==> src/rtl/y86_pkg.sv <==
// Shared Y86-64 encodings and the pipeline-control state type.
// Imported by pipe_ctrl and by anything that decodes icode/stat fields.
package y86_pkg;

  localparam logic [3:0] HALT   = 4'h0;
  localparam logic [3:0] NOP    = 4'h1;
  localparam logic [3:0] RRMOVQ = 4'h2;
  localparam logic [3:0] IRMOVQ = 4'h3;
  localparam logic [3:0] RMMOVQ = 4'h4;
  localparam logic [3:0] MRMOVQ = 4'h5;
  localparam logic [3:0] OPQ    = 4'h6;
  localparam logic [3:0] JXX    = 4'h7;
  localparam logic [3:0] CALL   = 4'h8;
  localparam logic [3:0] RET    = 4'h9;
  localparam logic [3:0] PUSHQ  = 4'hA;
  localparam logic [3:0] POPQ   = 4'hB;

  localparam logic [3:0] RNONE  = 4'hF;

  localparam logic [2:0] BUB = 3'd0;
  localparam logic [2:0] AOK = 3'd1;
  localparam logic [2:0] HLT = 3'd2;
  localparam logic [2:0] ADR = 3'd3;
  localparam logic [2:0] INS = 3'd4;

  typedef enum logic [1:0] {
    RUN    = 2'd0,
    DRAIN  = 2'd1,
    HALTED = 2'd2
  } ctrl_state_e;

  // A stage status that must stop the machine once it reaches writeback.
  function automatic logic isExc(input logic [2:0] stat);
    return (stat == HLT) || (stat == ADR) || (stat == INS);
  endfunction

endpackage

==> src/rtl/pipe_ctrl_sat_counter.sv <==
// Event counter that sticks at all-ones instead of wrapping.
module sat_counter #(
  parameter int CNT_W = 32
) (
  input  logic             clk,
  input  logic             reset,
  input  logic             en,
  output logic [CNT_W-1:0] count
);

  logic [CNT_W-1:0] count_q;

  always_ff @(posedge clk) begin
    if (reset) begin
      count_q <= '0;
    end else if (en && (count_q != {CNT_W{1'b1}})) begin
      count_q <= count_q + CNT_W'(1);
    end
  end

  assign count = count_q;

endmodule

==> src/rtl/pipe_ctrl.sv <==
// Y86-64 pipeline control: hazard stall/bubble generation, CC-write gating,
// exception drain to a sticky halt, and saturating performance counters.
module pipe_ctrl
  import y86_pkg::*;
#(
  parameter int CNT_W = 32
) (
  input  logic             clk,
  input  logic             reset,
  input  logic [3:0]       D_icode,
  input  logic [3:0]       d_srcA,
  input  logic [3:0]       d_srcB,
  input  logic [3:0]       E_icode,
  input  logic [3:0]       E_dstM,
  input  logic             e_Cnd,
  input  logic [3:0]       M_icode,
  input  logic [2:0]       m_stat,
  input  logic [2:0]       W_stat,
  output logic             F_stall,
  output logic             D_stall,
  output logic             W_stall,
  output logic             D_bubble,
  output logic             E_bubble,
  output logic             M_bubble,
  output logic             set_cc,
  output logic             halted,
  output logic [2:0]       halt_stat,
  output logic [CNT_W-1:0] cyc_cnt,
  output logic [CNT_W-1:0] retire_cnt,
  output logic [CNT_W-1:0] lu_cnt,
  output logic [CNT_W-1:0] mp_cnt,
  output logic [CNT_W-1:0] ret_cnt
);

  ctrl_state_e state_q, state_d;
  logic [2:0]  haltStat_q, haltStat_d;

  logic loadUse, misPred, retPending, mExc, wExc, counting;

  assign loadUse    = ((E_icode == MRMOVQ) || (E_icode == POPQ)) && (E_dstM != RNONE) &&
                      ((E_dstM == d_srcA) || (E_dstM == d_srcB));
  assign misPred    = (E_icode == JXX) && !e_Cnd;
  assign retPending = (D_icode == RET) || (E_icode == RET) || (M_icode == RET);
  assign mExc       = isExc(m_stat);
  assign wExc       = isExc(W_stat);

  always_ff @(posedge clk) begin
    if (reset) begin
      state_q    <= RUN;
      haltStat_q <= 3'd0;
    end else begin
      state_q    <= state_d;
      haltStat_q <= haltStat_d;
    end
  end

  // A writeback exception wins over a memory one, so both together skip DRAIN.
  always_comb begin
    state_d    = state_q;
    haltStat_d = haltStat_q;
    case (state_q)
      RUN: begin
        if (wExc) begin
          state_d    = HALTED;
          haltStat_d = W_stat;
        end else if (mExc) begin
          state_d = DRAIN;
        end
      end
      DRAIN: begin
        if (wExc) begin
          state_d    = HALTED;
          haltStat_d = W_stat;
        end
      end
      HALTED:  state_d = HALTED;
      default: state_d = RUN;
    endcase
  end

  always_comb begin
    F_stall  = 1'b0;
    D_stall  = 1'b0;
    W_stall  = 1'b0;
    D_bubble = 1'b0;
    E_bubble = 1'b0;
    M_bubble = 1'b0;
    set_cc   = 1'b0;
    if (reset) begin
      D_bubble = 1'b1;
      E_bubble = 1'b1;
      M_bubble = 1'b1;
    end else if (state_q == HALTED) begin
      F_stall = 1'b1;
      D_stall = 1'b1;
      W_stall = 1'b1;
    end else begin
      F_stall  = loadUse || retPending;
      D_stall  = loadUse;
      D_bubble = misPred || (retPending && !loadUse);
      E_bubble = misPred || loadUse;
      M_bubble = mExc || wExc;
      W_stall  = wExc;
      set_cc   = (E_icode == OPQ) && !mExc && !wExc;
    end
  end

  assign halted    = (state_q == HALTED);
  assign halt_stat = haltStat_q;
  assign counting  = !reset && (state_q != HALTED);

  sat_counter #(.CNT_W(CNT_W)) uCycCnt (
    .clk(clk), .reset(reset), .en(counting), .count(cyc_cnt)
  );
  sat_counter #(.CNT_W(CNT_W)) uRetireCnt (
    .clk(clk), .reset(reset), .en(counting && (W_stat == AOK)), .count(retire_cnt)
  );
  sat_counter #(.CNT_W(CNT_W)) uLuCnt (
    .clk(clk), .reset(reset), .en(counting && loadUse), .count(lu_cnt)
  );
  sat_counter #(.CNT_W(CNT_W)) uMpCnt (
    .clk(clk), .reset(reset), .en(counting && misPred), .count(mp_cnt)
  );
  sat_counter #(.CNT_W(CNT_W)) uRetCnt (
    .clk(clk), .reset(reset), .en(counting && retPending && !loadUse), .count(ret_cnt)
  );

endmodule

==> config.mk <==
export PLATFORM = sky130hd
export DESIGN_NAME = pipe_ctrl
export DESIGN_NICKNAME = d
export VERILOG_FILES = /design/src/rtl/y86_pkg.sv /design/src/rtl/pipe_ctrl_sat_counter.sv /design/src/rtl/pipe_ctrl.sv
export SDC_FILE = /design/constraint.sdc
export NUM_CORES = 1
export LEC_CHECK = 0
export ABC_AREA = 1
export BUFFER_PORTS_ARGS = -buffer_cell sky130_fd_sc_hd__buf_2
export CAP_MARGIN = 0
export CORE_MARGIN = 1.5
export CORE_UTILIZATION = 48
export CTS_BUF_LIST = sky130_fd_sc_hd__clkbuf_8
export DETAILED_ROUTE_END_ITERATION = 12
export PLACE_DENSITY = 0.84
export SETUP_SLACK_MARGIN = 0.4
export SLEW_MARGIN = 40
export SYNTH_ARGS = -nofsm -noshare
export SYNTH_HDL_FRONTEND = slang
export SYNTH_SLANG_ARGS = --single-unit
==> constraint.sdc <==
create_clock -name clk -period 2.2 [get_ports clk]
set_clock_uncertainty 0.2 [all_clocks]
set_input_delay 0.55 -clock clk [delete_from_list [all_inputs] [get_ports clk]]
set_output_delay 0.55 -clock clk [all_outputs]
set_load 0.005 [all_outputs]
==> impl_metrics.toml <==
[run_status]
run_status = "finished with violations"
violations = "setup timing"

[grt]
grt_usage = 0.2840
grt_start_max_net_pins = 104
grt_antenna_before_repair = 1
via_count_of_the_first_global_routing_pass = 11560
first_pass_grt_wire_length_um = 55280
grt-ovfl-total = 0

[timing]
final_hold_viol_count = 0
fin_crit_ns = 2.316
setup_viol_count_final = 6
slew_viol_final = 0
worst_slew_pin_slew_ns = 0.6469
final.period_utilization = 1.053
setup_tns_ns = -0.4637
clock.fmax_mhz = 431.8
headroom_to_the_max_slew_limit = 0.5687
rsz0062_at_grt = "true"
fin_hold_ws_ns = 0.2819
smallest_setup_slack_after_layout_ns = -0.1160

[critical_path]
crit_arrival_ns = 1.57
worstPathMaxFanout = 4
critical_path.n_buffers_inverters = 3
rr_worst_depth = 9
crit_cells = 11
timing.critical_path.to_type = "output pin"
timing.setup.critical_path_class = "in -> out"
cpLargestDelayFamily = "simple AND/OR/NAND/NOR gates"
max_stage_delay_ns = 0.14
worst_setup_path_start_kind = "input pin"
crit_required_ns = 1.45
cpMaxStageDelayCell = "sky130_fd_sc_hd__a21oi_4"
path_cells = "buf_8 > inv_4 > nand2_2 > nand2_1 > nor2_1 > nand2_1 > nand2_4 > nand2_4 > a21oi_4 > a21o_1 > buf_2"

[yosys]
syn-mean-instance-area_um2 = 6.004
synth_edf_count = 0
yosysMostFrequentCell = "sky130_fd_sc_hd__nand2_1"
postSynthRegisterBits = 165
synthesis.instances = 1810
netlist_area_mm2 = 0.01087
largest_area_contributor_in_the_synthesized_netlist = "sky130_fd_sc_hd__dfxtp_1"
synth_async_sr_flop_share = 0
synth.area.top_cells = "sky130_fd_sc_hd__dfxtp_1 (30%), sky130_fd_sc_hd__nand2_1 (23%), sky130_fd_sc_hd__nor2_1 (11%), sky130_fd_sc_hd__inv_1 (5.5%), sky130_fd_sc_hd__a21oi_1 (5.0%)"
ys_types = 42
portion_of_the_post_synthesis_area_used_by_sequential_elements = 0.3039
yosys_most_used_dff = "sky130_fd_sc_hd__dfxtp_1"
portion_of_synthesized_cell_area_occupied_by_the_leading_cell_type = 0.3039
netlist_top_cells_count = "sky130_fd_sc_hd__nand2_1 (663), sky130_fd_sc_hd__nor2_1 (316), sky130_fd_sc_hd__dfxtp_1 (165), sky130_fd_sc_hd__inv_1 (160), sky130_fd_sc_hd__a21oi_1 (108)"
ys.warnings.count = 0
synthesis.nets = 1852

[die]
die_w_um = 153.5
floorplan.initialDensity = 0.4934
rows = 54
dieArea_mm2 = 0.02355
design.core.area_mm2 = 0.02203
ioPinCount = 204
fp.dieH_um = 153.5

[cts]
cts-root-buf = "sky130_fd_sc_hd__clkbuf_8"
h-tree-depth = 4
tritoncts = "built"
post_cts_hold_buffer_count = 0
clock_sink_count = 165
clock_insertion_delay_worst_skew_ns = 0.48
cts.clk_slew.worst_paths_ns = 0.10
numCtsBuffers = 17
max-clock-path-buffers = 2

[flow_run]
max_cap_viols = 0

[power_and_ir_drop]
net-switching-power_mw = 2.185
p_sw_frac = 0.3046
static-leakage-power_nw = 7.150
internal_power_mw = 4.988
power_density_mw_per_mm2 = 448.7
post-layout-total-power_mw = 7.173
worst_ir_drop_vdd_uv = 373.7
power_frac_seq = 0.434
p_clk_frac = 0.360
combinationalPowerShare = 0.205

[cells_and_area]
layout-area-overhead-vs-synth_pct = 47.09
stdcell_count = 2434
final_cell_area_mm2 = 0.01599
final.fill_count = 1590
finish.net_count = 2182
fin_util = 0.7257
ratio_of_cells_with_drive_above_1_in_the_final_layout = 0.3985

[place]
placed_cells = 2304
pre_cts_slack_ns = -0.1712
gp_congestion = 0.9652
post_dp_cell_area_mm2 = 0.01257
hpwl_um = 24300
io_buffer_count = 203

[routing]
drt_pre_antenna_iters = 8
drc = 0
drt_wl_total_um = 40070
viasPerCell = 5.555
routed_vias = 13520
dr.first_iter.drc_count = 1282
antenna_violating_nets_post_route = 0
wl_per_cell_um = 16.46

[hold_path]
worstHoldPathType = "reg -> reg"
hold_depth = 2
-- final cells by class --
class                           count  area (um2)  area share
Antenna cell                        1       2.502   0.0001565
Clock buffer                       18       247.7     0.01550
Inverter                          170       757.0     0.04735
Sequential cell                   165        3546      0.2218
Tap cell                          280       350.3     0.02192
Clock inverter                     14       197.7     0.01237
Multi-Input combinational cell   1427        8045      0.5033
Timing Repair inverter              6       93.84    0.005870
Timing Repair Buffer              353        2745      0.1717
-- final timing paths --
kind / to / start / slack, ns
setup reg to reg: uLuCnt.count[10] / uLuCnt.count[1] / 0.17
hold / removal: halt_stat[2] / halt_stat[2] / 0.28
setup / recovery: F_stall / E_dstM[2] / -0.12
hold reg to reg: halt_stat[2] / halt_stat[2] / 0.28
-- metal layers --
layer | up-vias | GRT usage | share of wire
met2 | 743 | 0.4959 | 0.49
met3 | 190 | 0.04621 | 0.087
met4 | 0 | 0.1105 | 0.045
li1 | 6342 | - | -
met1 | 6246 | 0.3494 | 0.38
met5 | - | 0 | 0
-- power by group through the flow --
stage          Sequential [mW]  Clock [mW]  Combinational (mW)
2_1_floorplan             3.19           0               0.620
3_3_place_gp              3.19           0               0.886
3_5_place_dp              3.20           0               0.914
4_1_cts                   3.13        2.60                1.17
5_1_grt                   3.13        2.70                1.58
6_report                  3.12        2.58                1.47
-- worst reg2reg max path, delay by kind of cell (launching register included) --
kind            cells  cell delay (ns)
compound gates      1             0.13
buf+inv             2             0.35
xor+xnor            1             0.27
fa+ha+maj           1             0.17
simple gates        4             0.48
flops               1             0.37
-- placed cells by master (no fill, tap or decap), types with 8 or more instances in the layout --
master,netlist,routed
sky130_fd_sc_hd__a21oi_1,108,55
sky130_fd_sc_hd__a21oi_2,1,52
sky130_fd_sc_hd__buf_12,0,19
sky130_fd_sc_hd__buf_2,10,191
sky130_fd_sc_hd__buf_4,8,104
sky130_fd_sc_hd__buf_6,13,22
sky130_fd_sc_hd__clkbuf_16,0,10
sky130_fd_sc_hd__clkbuf_8,0,18
sky130_fd_sc_hd__dfxtp_1,165,39
sky130_fd_sc_hd__dfxtp_2,0,92
sky130_fd_sc_hd__dfxtp_4,0,34
sky130_fd_sc_hd__inv_1,160,139
sky130_fd_sc_hd__inv_2,5,19
sky130_fd_sc_hd__nand2_1,663,556
sky130_fd_sc_hd__nand2_2,9,62
sky130_fd_sc_hd__nand2_4,6,57
sky130_fd_sc_hd__nand3_1,71,60
sky130_fd_sc_hd__nand3_4,1,8
sky130_fd_sc_hd__nand3b_1,17,17
sky130_fd_sc_hd__nand4_1,41,41
sky130_fd_sc_hd__nor2_1,316,260
sky130_fd_sc_hd__nor2_2,12,43
sky130_fd_sc_hd__nor2_4,5,30
sky130_fd_sc_hd__nor3_1,39,23
sky130_fd_sc_hd__nor3_2,4,13
sky130_fd_sc_hd__nor3_4,2,9
sky130_fd_sc_hd__o21ai_0,30,17
sky130_fd_sc_hd__o21ai_2,0,8
sky130_fd_sc_hd__xnor2_1,26,25
sky130_fd_sc_hd__xor2_1,49,47
-- cell families after synthesis --
kind of cell / count (synthesis) / share of synthesized area
fa+ha+maj: 9 / 0.01036
buf+inv: 220 / 0.08968
flops: 165 / 0.3039
xor+xnor: 75 / 0.06044
compound gates: 144 / 0.06781
simple gates: 1197 / 0.4678
-- registers in the layout (all words and copies together) (netlist names) --
signal,flops
uRetireCnt.count,32
halt_stat,3
uMpCnt.count,32
uCycCnt.count,32
state_q,2
uRetCnt.count,32
uLuCnt.count,32
-- timing repair --
action,4_1_cts,5_1_grt
pin swaps,65,121
gates cloned,3,20
setup endpoints to repair,263,276
gates resized for setup,192,412
setup buffers,19,55
No activity file was read; power rests on OpenSTA's default activity.
